===== config.mk =====
export PLATFORM = sky130hd
export DESIGN_NAME = spi_controller
export DESIGN_NICKNAME = d
export VERILOG_FILES = /design/src/rtl/spi_pkg.sv /design/src/rtl/spi_clk_tick.sv /design/src/rtl/spi_controller.sv
export SDC_FILE = /design/constraint.sdc
export NUM_CORES = 1
export LEC_CHECK = 0
export CAP_MARGIN = 15
export CORE_ASPECT_RATIO = 0.8
export CORE_MARGIN = 3
export CORE_UTILIZATION = 60
export CTS_BUF_LIST = sky130_fd_sc_hd__clkbuf_8
export DETAILED_ROUTE_END_ITERATION = 16
export GPL_TIMING_DRIVEN = 0
export HOLD_SLACK_MARGIN = 0.12
export PLACE_DENSITY = 0.95
export RECOVER_POWER = 50
export SLEW_MARGIN = 10
export SYNTH_ARGS = -nofsm -noshare
export SYNTH_HDL_FRONTEND = slang
export SYNTH_SLANG_ARGS = --single-unit

===== constraint.sdc =====
create_clock -name clk -period 4.8 [get_ports clk]
set_input_delay 0.96 -clock clk [delete_from_list [all_inputs] [get_ports clk]]
set_output_delay 0.96 -clock clk [all_outputs]
set_load 0.05 [all_outputs]

===== src/rtl/spi_pkg.sv =====
// Shared SPI types and mode-0 idle levels. The GAP state exists only when
// SPI_CTRL_BYTE_GAP_EN is defined.
package spi_pkg;

  typedef enum logic [2:0] {
    StIdle,
    StSetup,
    StSckHi,
    StSckLo,
    StFinish
`ifdef SPI_CTRL_BYTE_GAP_EN
    , StGap
`endif
  } spi_state_e;

  localparam logic SckIdle  = 1'b0;
  localparam logic CsIdle   = 1'b1;
  localparam logic CopiIdle = 1'b0;

endpackage


===== src/rtl/spi_clk_tick.sv =====
// Half-period tick generator: tick_o pulses every CLKDIV cycles while en_i is high,
// restarting from zero whenever en_i drops.
module spi_clk_tick #(
  parameter int unsigned CLKDIV = 2
) (
  input  logic clk,
  input  logic resetn,
  input  logic en_i,
  output logic tick_o
);

  localparam int unsigned CntW = (CLKDIV > 1) ? $clog2(CLKDIV) : 1;

  logic [CntW-1:0] cnt_q, cnt_d;

  assign tick_o = en_i && (cnt_q == CntW'(CLKDIV - 1));

  always_comb begin
    cnt_d = cnt_q;
    if (!en_i || tick_o) cnt_d = '0;
    else                 cnt_d = cnt_q + 1'b1;
  end

  always_ff @(posedge clk or negedge resetn) begin
    if (!resetn) cnt_q <= '0;
    else         cnt_q <= cnt_d;
  end

endmodule


===== src/rtl/spi_controller.sv =====
// SPI mode-0 controller: little-endian bytes, MSB-first bits. Defining
// SPI_CTRL_BYTE_GAP_EN inserts a 2*CLKDIV idle gap between bytes.
module spi_controller
  import spi_pkg::*;
#(
  parameter int unsigned BITS   = 64,
  parameter int unsigned CLKDIV = 2
) (
  input  logic            clk,
  input  logic            resetn,
  input  logic            start,
  input  logic [BITS-1:0] tx_word,
  output logic            busy,
  output logic            done,
  output logic [BITS-1:0] rx_word,
  output logic            SCK,
  output logic            CS,
  output logic            COPI,
  input  logic            CIPO
);

  localparam int unsigned CntW = $clog2(BITS);

  // Byte reversal turns little-endian byte order into one plain MSB-first shift.
  function automatic logic [BITS-1:0] byte_swap(input logic [BITS-1:0] w);
    logic [BITS-1:0] r;
    r = '0;
    for (int i = 0; i < int'(BITS / 8); i++) r[8*i +: 8] = w[BITS-8-8*i +: 8];
    return r;
  endfunction

  spi_state_e      state_q, state_d;
  logic [CntW-1:0] cnt_q;
  logic [BITS-1:0] tx_sr_q, rx_sr_q, rx_word_q;
  logic            done_q;
  logic            tick;
  logic            start_ok;
  logic            last_bit;
`ifdef SPI_CTRL_BYTE_GAP_EN
  logic            gap_half_q;
`endif

  spi_clk_tick #(
    .CLKDIV(CLKDIV)
  ) u_tick (
    .clk   (clk),
    .resetn(resetn),
    .en_i  (busy),
    .tick_o(tick)
  );

  // A start seen on the done cycle is dropped.
  assign start_ok = (state_q == StIdle) && start && !done_q;
  assign last_bit = (cnt_q == CntW'(BITS - 1));

  always_comb begin
    state_d = state_q;
    unique case (state_q)
      StIdle:   if (start_ok) state_d = StSetup;
      StSetup:  if (tick) state_d = StSckHi;
      StSckHi:  if (tick) state_d = StSckLo;
      StSckLo: begin
        if (tick) begin
          if (last_bit) begin
            state_d = StFinish;
          end else begin
            state_d = StSckHi;
`ifdef SPI_CTRL_BYTE_GAP_EN
            if (cnt_q[2:0] == 3'd7) state_d = StGap;
`endif
          end
        end
      end
`ifdef SPI_CTRL_BYTE_GAP_EN
      StGap:    if (tick && gap_half_q) state_d = StSckHi;
`endif
      StFinish: if (tick) state_d = StIdle;
      default:  state_d = StIdle;
    endcase
  end

  always_ff @(posedge clk or negedge resetn) begin
    if (!resetn) begin
      state_q    <= StIdle;
      cnt_q      <= '0;
      tx_sr_q    <= '0;
      rx_sr_q    <= '0;
      rx_word_q  <= '0;
      done_q     <= 1'b0;
`ifdef SPI_CTRL_BYTE_GAP_EN
      gap_half_q <= 1'b0;
`endif
    end else begin
      state_q <= state_d;
      done_q  <= 1'b0;
      if (start_ok) begin
        tx_sr_q <= byte_swap(tx_word);
        rx_sr_q <= '0;
        cnt_q   <= '0;
      end
      if (tick) begin
        // Sample on the last SCK-high cycle; COPI advances as SCK falls.
        if (state_q == StSckHi) begin
          rx_sr_q <= {rx_sr_q[BITS-2:0], CIPO};
          tx_sr_q <= {tx_sr_q[BITS-2:0], CopiIdle};
        end
        if (state_q == StSckLo && !last_bit) cnt_q <= cnt_q + 1'b1;
        if (state_q == StFinish) begin
          done_q    <= 1'b1;
          rx_word_q <= byte_swap(rx_sr_q);
        end
`ifdef SPI_CTRL_BYTE_GAP_EN
        if (state_q == StGap) gap_half_q <= ~gap_half_q;
`endif
      end
    end
  end

  assign busy    = (state_q != StIdle);
  assign done    = done_q;
  assign rx_word = rx_word_q;
  assign CS      = busy ? ~CsIdle : CsIdle;
  assign SCK     = (state_q == StSckHi) ? ~SckIdle : SckIdle;
  assign COPI    = tx_sr_q[BITS-1];

endmodule


# ---- Word level (Yosys, flattened, before mapping)
# Cells that the tools add are included.
dict set report totals {
  register_bits 203
  in_bits 68
  wordCells 52
}
dict set report op_classes {
  eq_ne 10
  n_addsub 2
  n_reduce_logical 12
  mux 21
}
# operator count
set op_table {}
lappend op_table {{64-bit two-way mux} 6}
lappend op_table {{3-bit two-way mux} 6}
lappend op_table {{6-bit two-way mux} 3}
lappend op_table {{3-bit one-hot mux with 5 select lines} 1}
lappend op_table {{2-bit by 1-bit != test with 1-bit output, second input constant} 4}
lappend op_table {{6-bit by 1-bit adder with 6-bit output, second input constant} 1}
lappend op_table {{3-bit by 2-bit equality test with 1-bit output, second input constant} 2}
lappend op_table {{6-bit equality test, second input constant} 1}
lappend op_table {{1-bit two-way mux} 5}
lappend op_table {{5-bit AND reduction} 1}
lappend op_table {{1-bit logical AND} 4}
lappend op_table {{3-bit by 1-bit equality test with 1-bit output, second input constant} 1}
lappend op_table {{3-bit equality test, second input constant} 1}
lappend op_table {{1-bit logical NOT} 3}
lappend op_table {{3-bit logical NOT} 1}
lappend op_table {{3-bit nonzero test} 1}
lappend op_table {{2-bit != test, second input constant} 1}
lappend op_table {{2-bit AND reduction} 1}
lappend op_table {{1-bit adder, second input constant} 1}
lappend op_table {{1-bit logical OR} 1}

# ---- Depth between registers and ports, before layout
dict set report logic_depth {
  ltp_word 6
  mapped_depth 8
  depth_no_buf 4
}

# ---- Modules after synthesis
# A second synthesis with hierarchy kept.
dict set report unflattened {
  hier_cells 747
  hier_area_um2 8361.8
}
# module cells_per_inst area_each_um2 seq_area_each_um2 instances
set by_module_without_submodules {}
lappend by_module_without_submodules {spi_controller 744 8320.5 5054.8 1}
lappend by_module_without_submodules {spi_clk_tick 3 41.3 25.0 1}

# ---- Least setup slack after synthesis
# Ideal clock, no wire load.
dict set report synth_path {
  path_kind {register -> output}
  start {register state_q[0]}
  end {output SCK}
  path_stages_with_launch 3
  path_slack_ns 2.161
  arrival_ns 1.679
  cell_sequence {dfrtp_1 > buf_2 > nor3b_1}
}
dict set report synth_via {
  elab_chain_cells 2
}
# item line
set synth_rtl {}
lappend synth_rtl {{start: declaration} spi_controller.sv:32} ;# spi_state_e state_q, state_d;
lappend synth_rtl {{start signal: assignment} spi_controller.sv:84} ;# state_q <= StIdle;
lappend synth_rtl {{start signal: assignment} spi_controller.sv:94} ;# state_q <= state_d;
lappend synth_rtl {{3-bit by 2-bit equality test with 1-bit output} spi_controller.sv:123} ;# assign SCK = (state_q == StSckHi) ? ~SckIdle : SckIdle;
lappend synth_rtl {{1-bit two-way mux} spi_controller.sv:123}
lappend synth_rtl {{end: declaration} spi_controller.sv:16} ;# output logic SCK,
# No other way between the ends.

# ---- Final worst setup path
dict set report layout_path {
  start {register state_q[2]}
  end {output CS}
}
dict set report layout_via {
  elab_chain_cells 2
}
# item line
set layout_rtl {}
lappend layout_rtl {{3-bit nonzero test} spi_controller.sv:119} ;# assign busy = (state_q != StIdle);
lappend layout_rtl {{1-bit two-way mux} spi_controller.sv:122} ;# assign CS = busy ? ~CsIdle : CsIdle;
lappend layout_rtl {{end: declaration} spi_controller.sv:17} ;# output logic CS,
# No other way between the ends.

==> results.ini <==
[power]
peakVddDrop_mv = 0.2419
p_per_area_nw_per_um2 = 316.7
p_leak_nw = 5.354

[critical_path]
critPathTopFamily = buffers and inverters
path_max_fanout = 10
critPathArrivalTime_ps = 3160
reg2reg_from = state_q[2]
path_common_cell = clkbuf_1
max_stage_delay_ps = 880
crit_buf_inv = 6
path_class = flip-flop to output port
reg2reg_slack_ps = 2340
start_kind = flip-flop
worstPathCellList = clkbuf_1, or3_1, buf_6, clkinvlp_2, buf_4, clkbuf_1, clkdlybuf4s50_1
r2r-end = cnt_q[5]
crit_path_top_delay_cell = clkdlybuf4s50_1
cp.required_ps = 3840
reg2reg_depth = 8
cp-end-kind = output port

[synth]
syn_inst = 768
synthTopCellsByArea = dfrtp_1 58%, mux2_2 8.3%, a221o_1 7.1%
synthArstFlopShare_pct = 100.0
yosys.area.top_type = dfrtp_1
yosysUniqueCellTypes = 40
netlist_top_cells_count = 203 x dfrtp_1, 130 x nand2_1, 69 x o21ai_0
synth_fp_nets = 837
ys_warn_count = 0
avgSynthCellArea_um2 = 11.32
synth-edff-count = 0
ys_seq_elements = 203
yosysMostFrequentCell = dfrtp_1
synth-main-ff-cell = dfrtp_1
yosysSeqAreaShare_pct = 58.41
synth_top_area_share_pct = 58.41
syn_area_um2 = 8697

[routing]
wl_met3_um = 1262
wl_met2_um = 10200
routed_wl_um = 21460
top_layer = met4
drt-vias-per-instance = 5.947
first_pass_iters = 5
drc = 0
num_vias = 6762
drt-met1-wl_um = 9350
antenna_left = 0
wl_per_cell_um = 18.87
drt_iter0_drc = 632

[floorplan]
dieArea_um2 = 15980
die_w_um = 140.6
core_area_um2 = 13880
start_util_pct = 62.64
die_h_um = 113.7
io_pins = 137
rows = 38

[clock_network]
cts_tree = yes
htreeDepth = 1
cts_root_buf = clkbuf_8
cts_buffer_depth = 3
cts.sinks = 203
post_cts_buffers = 0
clk_latency_ps = 550
numCtsBuffers = 30
cts-hold-fix-buffers = 0
clk_pin_slew_ps = 70
post_cts_resized = 0

[grt]
antenna_found_initial = 0
grtUsageTotal_pct = 27.43
grt_max_degree = 117
grt_pass1_vias = 6801
grt.overflow.total = 0
grt_pass1_wl_um = 35590

[timing]
finalSetupViolCount = 0
max_freq_mhz = 242.5
max_slew.worst_pin.slew_ps = 2153
final_max_slew_viol_count = 206
fin_worst_skew_ps = 13.87
relSlewSlack_pct = -43.55
fin_crit_sh_pct = 85.92
layout_min_cycle_time_ps = 4124
hold_viol = 0
rsz0062_at_grt = no

[finish]
fillers = 830
syn_to_final_growth_pct = 26.34
final_core_util_pct = 79.15
diodes = 0
final_area_um2 = 10990
drive_gt1_share_pct = 15.15
final_nets = 1006

[worst_hold_path]
min-delay-start = tx_sr_q[16]
hold_end = tx_sr_q[17]
hold_depth = 1
hold_class = flip-flop to flip-flop

[status]
violations = max-capacitance violations, max-slew violations
outcome = finished with violations

[placement]
place_area_um2 = 10320
place_hpwl_um = 14180
io_buffers = 136
gp_congestion = 0.8105

[run]
timing.max_cap.violations = 2

[how the worst max path moves through the flow]
stage / start / to / cells after the start
detailed placement: state_q[1] / CS / 7
floorplan: state_q[0] / SCK / 2
global placement: resetn / tx_sr_q[25] / 1
CTS: state_q[1] / CS / 7
finish: state_q[2] / CS / 7
global route: state_q[2] / CS / 7
[metal layers]
metal	global-route usage [%]	up-vias
met5	0	-
met4	9.232	0
met3	5.239	64
met2	42.86	271
met1	39.31	3369
li1	-	3058
[flip-flops by register name, summed over array words and instances (netlist names)]
register / flops
rx_sr_q: 64
tx_sr_q: 64
rx_word: 64
cnt_q: 6
state_q: 3
u_tick.cnt_q: 1
done: 1
[stage by stage]
stage | setup TNS, ps | hold slack (ps) | cells | power (mW) | worst slack [ps]
after floorplan | 0 | 463.1 | 768 | 1.764 | 2161
after global placement | -1110060 | 474.8 | 1084 | 1.858 | -5485
after detailed placement | 0 | 479.2 | 1085 | 1.861 | 1538
after CTS | 0 | 434.9 | 1137 | 3.500 | 959.0
after global routing | 0 | 520.6 | 1137 | 3.582 | 516.2
final | 0 | 492.1 | 1137 | 3.480 | 676.1
[layout by cell type (no fill, tap or decap), types with 3 or more instances in the layout]
| cell | netlist | final |
|---|---|---|
| a21oi_1 | 3 | 3 |
| a221o_1 | 62 | 62 |
| and2_1 | 64 | 64 |
| and3_1 | 65 | 65 |
| buf_1 | 3 | 3 |
| buf_2 | 23 | 17 |
| buf_6 | 7 | 5 |
| bufinv_16 | 0 | 4 |
| clkbuf_1 | 31 | 39 |
| clkbuf_2 | 4 | 5 |
| clkbuf_8 | 0 | 42 |
| clkdlybuf4s50_1 | 0 | 135 |
| clkinv_2 | 1 | 5 |
| dfrtp_1 | 203 | 203 |
| inv_1 | 2 | 3 |
| mux2_2 | 64 | 64 |
| nand2_1 | 130 | 131 |
| nand3_1 | 4 | 4 |
| nor2_1 | 4 | 4 |
| o21ai_0 | 69 | 69 |
[layout make-up]
class	instances	area [µm²]	share of cell area (%)
clock inverters	10	148.9	1.355
flip-flops and latches	203	5080	46.23
clock buffers	42	578.1	5.261
multi-input cells	493	3253	29.61
inverters	3	12.51	0.1139
plain buffers	69	326.6	2.972
repair buffers	137	1364	12.41
well taps	180	225.2	2.050
[cell families (layout without fill, tap and decap cells)]
kind of cell             after synthesis  after routing  synth area share (%)
adder cells (fa/ha/maj)                1              1                0.1438
flip-flops                           203            203                 58.41
AND/OR/NAND/NOR                      282            282                 16.56
multiplexers                          66             66                 8.517
buffers and inverters                 72            261                 4.158
AO/OA/AOI/OAI                        144            144                 12.21
[worst register-to-register path, delay by kind of cell, from the launching register on]
| family | cells | cell delay (ps) |
|---|---|---|
| buffers and inverters | 5 | 1510 |
| DFF | 1 | 330 |
| and+or+nand+nor | 2 | 330 |
| AOI/OAI and AO/OA | 1 | 240 |
[power breakdown]
| group | internal (mW) | leakage [nW] | switching (mW) |
|---|---|---|---|
| clock | 0.988 | 0.383 | 0.666 |
| combinational | 0.0516 | 2.47 | 0.0509 |
| sequential | 1.72 | 2.50 | 0.00569 |
| total | 2.76 | 5.35 | 0.723 |
Note: power is estimated with default switching activity, not from simulation.
